## src/rtl/mining_pkg.sv

```systemverilog
// Shared widths, state encoding and a small state helper for the nonce search controller.
package mining_pkg;

  localparam int SEED_W   = 256;
  localparam int NONCE_W  = 32;
  localparam int MSG_W    = 288;
  localparam int DIGEST_W = 256;

  typedef enum logic [2:0] {
    IDLE    = 3'd0,
    LOAD    = 3'd1,
    REQ     = 3'd2,
    CHECK   = 3'd3,
    FOUND   = 3'd4,
    EXHAUST = 3'd5
  } search_state_t;

  function automatic logic state_is_busy(input search_state_t st);
    case (st)
      IDLE, FOUND, EXHAUST: return 1'b0;
      default:              return 1'b1;
    endcase
  endfunction

endpackage

```

## src/rtl/nonce_search_ctrl_if.sv

```systemverilog
// Generator, hash-core and status signals of the nonce search controller.
// The attempts counter is present only when NONCE_SEARCH_STATS_EN is defined.
interface nonce_search_ctrl_if;
  import mining_pkg::*;

  logic                seq_valid;
  logic [MSG_W-1:0]    seq_data;
  logic                start;
  logic                hash_req;
  logic [MSG_W-1:0]    hash_msg;
  logic                hash_done;
  logic [DIGEST_W-1:0] hash_digest;
  logic                busy;
  logic                found;
  logic                exhausted;
  logic [NONCE_W-1:0]  nonce_out;
  logic [DIGEST_W-1:0] digest_out;
`ifdef NONCE_SEARCH_STATS_EN
  logic [NONCE_W-1:0]  attempts;
`endif

  modport master (
    input  seq_valid, seq_data, start, hash_done, hash_digest,
    output hash_req, hash_msg, busy, found, exhausted, nonce_out, digest_out
`ifdef NONCE_SEARCH_STATS_EN
    , output attempts
`endif
  );

  modport slave (
    output seq_valid, seq_data, start, hash_done, hash_digest,
    input  hash_req, hash_msg, busy, found, exhausted, nonce_out, digest_out
`ifdef NONCE_SEARCH_STATS_EN
    , input attempts
`endif
  );

endinterface

```

## src/rtl/target_compare.sv

```systemverilog
// Leading-zero difficulty test: hit when the top DIFFICULTY digest bits are all zero.
module target_compare
  import mining_pkg::*;
#(
  parameter int DIFFICULTY = 8
) (
  input  logic [DIGEST_W-1:0] digest,
  output logic                hit
);

  generate
    if (DIFFICULTY == 0) begin : g_no_target
      logic unused_digest_s;
      assign hit             = 1'b1;
      assign unused_digest_s = ^digest;
    end else begin : g_target
      assign hit = (digest[DIGEST_W-1 -: DIFFICULTY] == {DIFFICULTY{1'b0}});
      if (DIFFICULTY < DIGEST_W) begin : g_low_bits
        logic unused_low_s;
        assign unused_low_s = ^digest[DIGEST_W-DIFFICULTY-1:0];
      end
    end
  endgenerate

endmodule

```

## src/rtl/nonce_search_ctrl.sv

```systemverilog
// Nonce search controller: walks nonces through an external hash core until a digest meets the
// difficulty target or the nonce space ends. Define NONCE_SEARCH_STATS_EN for the attempts counter.
module nonce_search_ctrl
  import mining_pkg::*;
#(
  parameter int                 DIFFICULTY  = 8,
  parameter logic [NONCE_W-1:0] NONCE_START = 32'h0000_0000
) (
  input logic                 clk,
  input logic                 reset,
  nonce_search_ctrl_if.master bus
);

  search_state_t       state_r;
  search_state_t       state_s;
  logic [SEED_W-1:0]   block_r;
  logic [NONCE_W-1:0]  nonce_r;
  logic [DIGEST_W-1:0] digest_r;
  logic [NONCE_W-1:0]  nonce_out_r;
  logic [DIGEST_W-1:0] digest_out_r;
  logic                found_r;
  logic                exhausted_r;
  logic                hash_req_r;
  logic                busy_r;
  logic                hit_s;
  logic                start_ok_s;
  logic                last_nonce_s;
  logic                unused_nonce_field_s;

  target_compare #(.DIFFICULTY(DIFFICULTY)) u_target (
    .digest (digest_r),
    .hit    (hit_s)
  );

  assign start_ok_s           = bus.start & bus.seq_valid;
  assign last_nonce_s         = (nonce_r == 32'hFFFF_FFFF);
  assign unused_nonce_field_s = ^bus.seq_data[NONCE_W-1:0];

  // State register
  always_ff @(posedge clk or posedge reset) begin
    if (reset) begin
      state_r <= IDLE;
    end else begin
      state_r <= state_s;
    end
  end

  // Next-state decode
  always_comb begin
    state_s = state_r;
    case (state_r)
      IDLE, FOUND, EXHAUST: begin
        if (start_ok_s) state_s = LOAD;
        else            state_s = state_r;
      end
      LOAD: state_s = REQ;
      REQ: begin
        if (bus.hash_done) state_s = CHECK;
        else               state_s = REQ;
      end
      CHECK: begin
        if (hit_s)             state_s = FOUND;
        else if (last_nonce_s) state_s = EXHAUST;
        else                   state_s = REQ;
      end
      default: state_s = IDLE;
    endcase
  end

  // Datapath and registered outputs; hash_req/busy follow the state being entered
  always_ff @(posedge clk or posedge reset) begin
    if (reset) begin
      block_r      <= {SEED_W{1'b0}};
      nonce_r      <= {NONCE_W{1'b0}};
      digest_r     <= {DIGEST_W{1'b0}};
      nonce_out_r  <= {NONCE_W{1'b0}};
      digest_out_r <= {DIGEST_W{1'b0}};
      found_r      <= 1'b0;
      exhausted_r  <= 1'b0;
      hash_req_r   <= 1'b0;
      busy_r       <= 1'b0;
    end else begin
      hash_req_r <= (state_s == REQ);
      busy_r     <= state_is_busy(state_s);
      case (state_r)
        IDLE, FOUND, EXHAUST: begin
          if (start_ok_s) begin
            found_r     <= 1'b0;
            exhausted_r <= 1'b0;
          end
        end
        LOAD: begin
          block_r <= bus.seq_data[MSG_W-1:NONCE_W];
          nonce_r <= NONCE_START;
        end
        REQ: begin
          if (bus.hash_done) digest_r <= bus.hash_digest;
        end
        CHECK: begin
          if (hit_s) begin
            nonce_out_r  <= nonce_r;
            digest_out_r <= digest_r;
            found_r      <= 1'b1;
          end else if (last_nonce_s) begin
            exhausted_r <= 1'b1;
          end else begin
            nonce_r <= nonce_r + 32'd1;
          end
        end
        default: begin
        end
      endcase
    end
  end

`ifdef NONCE_SEARCH_STATS_EN
  logic [NONCE_W-1:0] attempts_r;

  // Accepted hash results since the last start, saturating
  always_ff @(posedge clk or posedge reset) begin
    if (reset) begin
      attempts_r <= {NONCE_W{1'b0}};
    end else if (state_r == LOAD) begin
      attempts_r <= {NONCE_W{1'b0}};
    end else if ((state_r == REQ) && bus.hash_done && (attempts_r != 32'hFFFF_FFFF)) begin
      attempts_r <= attempts_r + 32'd1;
    end
  end

  assign bus.attempts = attempts_r;
`endif

  assign bus.hash_req   = hash_req_r;
  assign bus.hash_msg   = {block_r, nonce_r};
  assign bus.busy       = busy_r;
  assign bus.found      = found_r;
  assign bus.exhausted  = exhausted_r;
  assign bus.nonce_out  = nonce_out_r;
  assign bus.digest_out = digest_out_r;

endmodule

```

## src/flat_wrapper.sv

```systemverilog
// flat-port wrapper written by rule: the top's interface ports become plain ports
module nonce_search_ctrl_flat import mining_pkg::*;
#(
  parameter int                 DIFFICULTY  = 8,
  parameter logic [NONCE_W-1:0] NONCE_START = 32'h0000_0000
)
  (clk, reset, bus_seq_valid, bus_seq_data, bus_start, bus_hash_done, bus_hash_digest, bus_hash_req, bus_hash_msg, bus_busy, bus_found, bus_exhausted, bus_nonce_out, bus_digest_out);
  nonce_search_ctrl_if bus_i ();
  input logic clk;
  input logic reset;
  input wire logic [$bits(bus_i.seq_valid)-1:0] bus_seq_valid;
  input wire logic [$bits(bus_i.seq_data)-1:0] bus_seq_data;
  input wire logic [$bits(bus_i.start)-1:0] bus_start;
  input wire logic [$bits(bus_i.hash_done)-1:0] bus_hash_done;
  input wire logic [$bits(bus_i.hash_digest)-1:0] bus_hash_digest;
  output wire logic [$bits(bus_i.hash_req)-1:0] bus_hash_req;
  output wire logic [$bits(bus_i.hash_msg)-1:0] bus_hash_msg;
  output wire logic [$bits(bus_i.busy)-1:0] bus_busy;
  output wire logic [$bits(bus_i.found)-1:0] bus_found;
  output wire logic [$bits(bus_i.exhausted)-1:0] bus_exhausted;
  output wire logic [$bits(bus_i.nonce_out)-1:0] bus_nonce_out;
  output wire logic [$bits(bus_i.digest_out)-1:0] bus_digest_out;
  assign bus_i.seq_valid = bus_seq_valid;
  assign bus_i.seq_data = bus_seq_data;
  assign bus_i.start = bus_start;
  assign bus_i.hash_done = bus_hash_done;
  assign bus_i.hash_digest = bus_hash_digest;
  assign bus_hash_req = bus_i.hash_req;
  assign bus_hash_msg = bus_i.hash_msg;
  assign bus_busy = bus_i.busy;
  assign bus_found = bus_i.found;
  assign bus_exhausted = bus_i.exhausted;
  assign bus_nonce_out = bus_i.nonce_out;
  assign bus_digest_out = bus_i.digest_out;
  nonce_search_ctrl #(.DIFFICULTY(DIFFICULTY), .NONCE_START(NONCE_START)) u_core (.clk(clk), .reset(reset), .bus(bus_i));
endmodule
```

## config.mk

```make
export PLATFORM = sky130hd
export DESIGN_NAME = nonce_search_ctrl_flat
export DESIGN_NICKNAME = d
export VERILOG_FILES = /design/src/rtl/mining_pkg.sv /design/src/rtl/nonce_search_ctrl_if.sv /design/src/rtl/target_compare.sv /design/src/rtl/nonce_search_ctrl.sv /design/src/flat_wrapper.sv
export SDC_FILE = /design/constraint.sdc
export NUM_CORES = 2
export LEC_CHECK = 0
export ABC_AREA = 1
export CORE_AREA = 3 3 441 443
export DETAILED_ROUTE_END_ITERATION = 7
export DIE_AREA = 0 0 444 446
export PLACE_DENSITY = 0.44
export SLEW_MARGIN = 40
export SYNTH_ARGS = -nofsm -noshare
export SYNTH_HDL_FRONTEND = slang
export SYNTH_SLANG_ARGS = --single-unit
```

## constraint.sdc

```tcl
create_clock -name clk -period 91.9 [get_ports clk]
set_input_delay 22.975 -clock clk [delete_from_list [all_inputs] [get_ports clk]]
set_output_delay 22.975 -clock clk [all_outputs]
set_load 0.01 [all_outputs]
```

==> metrics.cfg <==
[run_status]
status=finished, final reports clean

[yosys]
avgSynthCellArea_sq_um=9.859
synth_fp_nets=3817
syn_area_sq_um=32210
ys_warn_count=0
synth_cell_types=31
syn_inst=3267
synth_area_leaders=dfrtp_1 65%, nand2_1 19%, mux2_2 7.1%, nor2_1 1.5%, o21ai_0 1.3%
synth_top_area_cell=dfrtp_1
synth_top_area_frac=0.6518
synth_seq_cells=839
ys_seq_area_frac=0.6518

[layout]
fillers=20338
multi_input_area_sq_um=10130
nNetsFinal=4888
ff_latch_area_sq_um=21000
final_common_cell=nand2_1
drive_gt1_frac=0.09950
final_cell_mix=1592 x nand2_1, 1096 x clkdlybuf4s50_1, 839 x dfrtp_1, 204 x mux2_2, 133 x nor2_1
syn2layout_area_growth_pct=54.22
finalInstanceArea_sq_um=49680
fin_cells=6953

[routing]
drc_errors=0
first_pass_iters=5
wl_mm=135.3
vias=25817
wl_per_cell_um=19.46
ant_nets=0
viasPerCell=3.713
drt_iter0_drc=1642

[clocking]
ctsResizeCount=0
cts_tree=built
post_cts_buffers=0
hold_buffers=0
clkSinkCount=839
cts_buffers=102
clockRootBuffer=clkbuf_16
htreeDepth=3
clk_latency_ns=0.73
clkSlewWorstSetupHoldPaths_ns=0.06
cts_buffer_depth=3

[global_route]
grt_use_total=0.1326
first_global_vias=26380
antenna_found_initial=29
grt_max_degree=172
grt_overflow=0
grt_pass1_wl_mm=192.8

[hold_path]
hold_path_depth=2
holdCritPathClass=register to register

[timing]
worst_pin_slew_ns=0.9047
finalSetupTns_ns=0
hold_viol=0
max_slew_margin=0.3969
fin_skew_ns=0.04275
setup_viol=0
period_needed_ns=25.65
rsz0062_at_grt=no
min_period_over_period=0.2791
drv_slew=0
max_freq_mhz=38.99

[die]
die_area_sq_um=198000
fp-row-count=160
initial_core_util=0.1692
coreArea_sq_um=190400
die_h_um=446
dieWidth_um=444
ios=1129

[pwr]
ir_worst_vdd_v=0.00001646
p_leak_nw=22.83
powerDensity_nw_per_um2=29.18

[critical_path]
critPathTopFamily=buffers and inverters
path_depth=6
crit_buf_inv=6
startpoint_type=input port
crit_chain=clkdlybuf4s50_1, inv_12, buf_4, buf_4, buf_6, buf_6
crit_slowest_cell=buf_4
crit_path_max_fanout=118
worstPathArrival_ns=26.42
cp.required_ns=92.68
r2r_cells=9
crit_type=input port to asynchronous set/reset pin
end_kind=asynchronous set/reset pin
critPathMaxStageDelay_ns=0.62

[placed_design]
dpl-instance-area_sq_um=45980
port_buffers=1096
place.gp.congestion=0.8602
place_inst=6745
dp_hpwl_mm=100.0

[flow_run]
maxCapViolCount=0

## worst min-delay path, delay by kind of cell (launching register included)
| family | cells | cell delay (ns) |
|---|---|---|
| flip-flops | 1 | 0.34 |
| AND/OR/NAND/NOR | 2 | 0.10 |
## final timing paths
check,start,endpoint,slack [ns]
worst max-delay path,reset,u_core.bus.digest_out[82],66.25
worst min-delay path,u_core.digest_r[230],u_core.bus.digest_out[230],0.43
worst max register to register,u_core.state_r[0],u_core.bus.digest_out[126],88.63
worst min register to register,u_core.digest_r[230],u_core.bus.digest_out[230],0.43
max in group clk,bus_hash_done,u_core.digest_r[78],66.64
min in group asynchronous,reset,u_core.block_r[102],22.78
## report_power, final
| group | total, W | switching (W) | internal, W |
|---|---|---|---|
| Sequential | 0.000563 | 0.0000659 | 0.000497 |
| Clock | 0.000434 | 0.000170 | 0.000263 |
| Combinational | 0.000453 | 0.000231 | 0.000222 |
| Total | 0.00145 | 0.000467 | 0.000983 |
## state kept, by name (all words and copies together) (netlist names)
signal	flops
u_core.block_r	256
u_core.bus.busy	1
u_core.bus.digest_out	256
u_core.bus.exhausted	1
u_core.bus.found	1
u_core.bus.hash_req	1
u_core.bus.nonce_out	32
u_core.digest_r	256
u_core.nonce_r	32
u_core.state_r	3
## synthesized netlist by cell type
cell / n
a21oi_1: 54
a21oi_4: 1
buf_1: 3
buf_12: 1
buf_2: 67
buf_4: 1
buf_6: 2
clkbuf_1: 87
clkinv_1: 1
dfrtp_1: 839
ha_1: 1
inv_1: 101
inv_2: 2
mux2_2: 204
nand2_1: 1594
nand2_2: 12
nand2_4: 2
nand3_1: 41
nand4_1: 2
nor2_1: 133
nor2_2: 4
nor2_4: 2
nor2_8: 1
nor3_1: 3
nor3b_1: 1
o21ai_0: 82
o21ai_1: 5
o21ai_2: 8
o21bai_1: 1
xnor2_1: 4
xor2_1: 8
## stage by stage
| stage | util | hold WS [ns] | setup slack, ns | total power (W) |
|---|---|---|---|---|
| floorplan | - | 0.4364 | 45.35 | 0.0007722 |
| global placement | 0.2411 | 0.4450 | 64.60 | 0.001026 |
| detailed placement | 0.2415 | 0.4505 | 65.21 | 0.001032 |
| CTS | 0.2606 | 0.4308 | 66.05 | 0.001480 |
| global route | 0.2609 | 0.4590 | 65.78 | 0.001539 |
| finish | 0.2609 | 0.4325 | 66.25 | 0.001450 |
## metal layers
layer / global-route usage / routed length, um / vias to the layer above
met5: 0 / 41 / -
met4: 0.06073 / 5582 / 6
met3: 0.04359 / 9495 / 214
met2: 0.2310 / 69350 / 778
met1: 0.1460 / 50870 / 12503
li1: - / - / 12316
## cell type report
cell class / count / area share
Sequential cell: 839 / 0.4226
Inverter: 104 / 0.008412
Timing Repair Buffer: 1128 / 0.2277
Antenna cell: 20 / 0.001007
Tap cell: 2511 / 0.06324
Clock inverter: 34 / 0.01083
Multi-Input combinational cell: 2163 / 0.2039
Clock buffer: 154 / 0.06224
## logic make-up after synthesis
| kind of cell | synth area share |
|---|---|
| simple gates | 0.2138 |
| buf+inv | 0.03457 |
| mux | 0.07132 |
| xor+xnor | 0.003263 |
| fa+ha+maj | 0.0003884 |
| compound gates | 0.02482 |
| flops | 0.6518 |
Note: power is estimated with default switching activity, not from simulation.
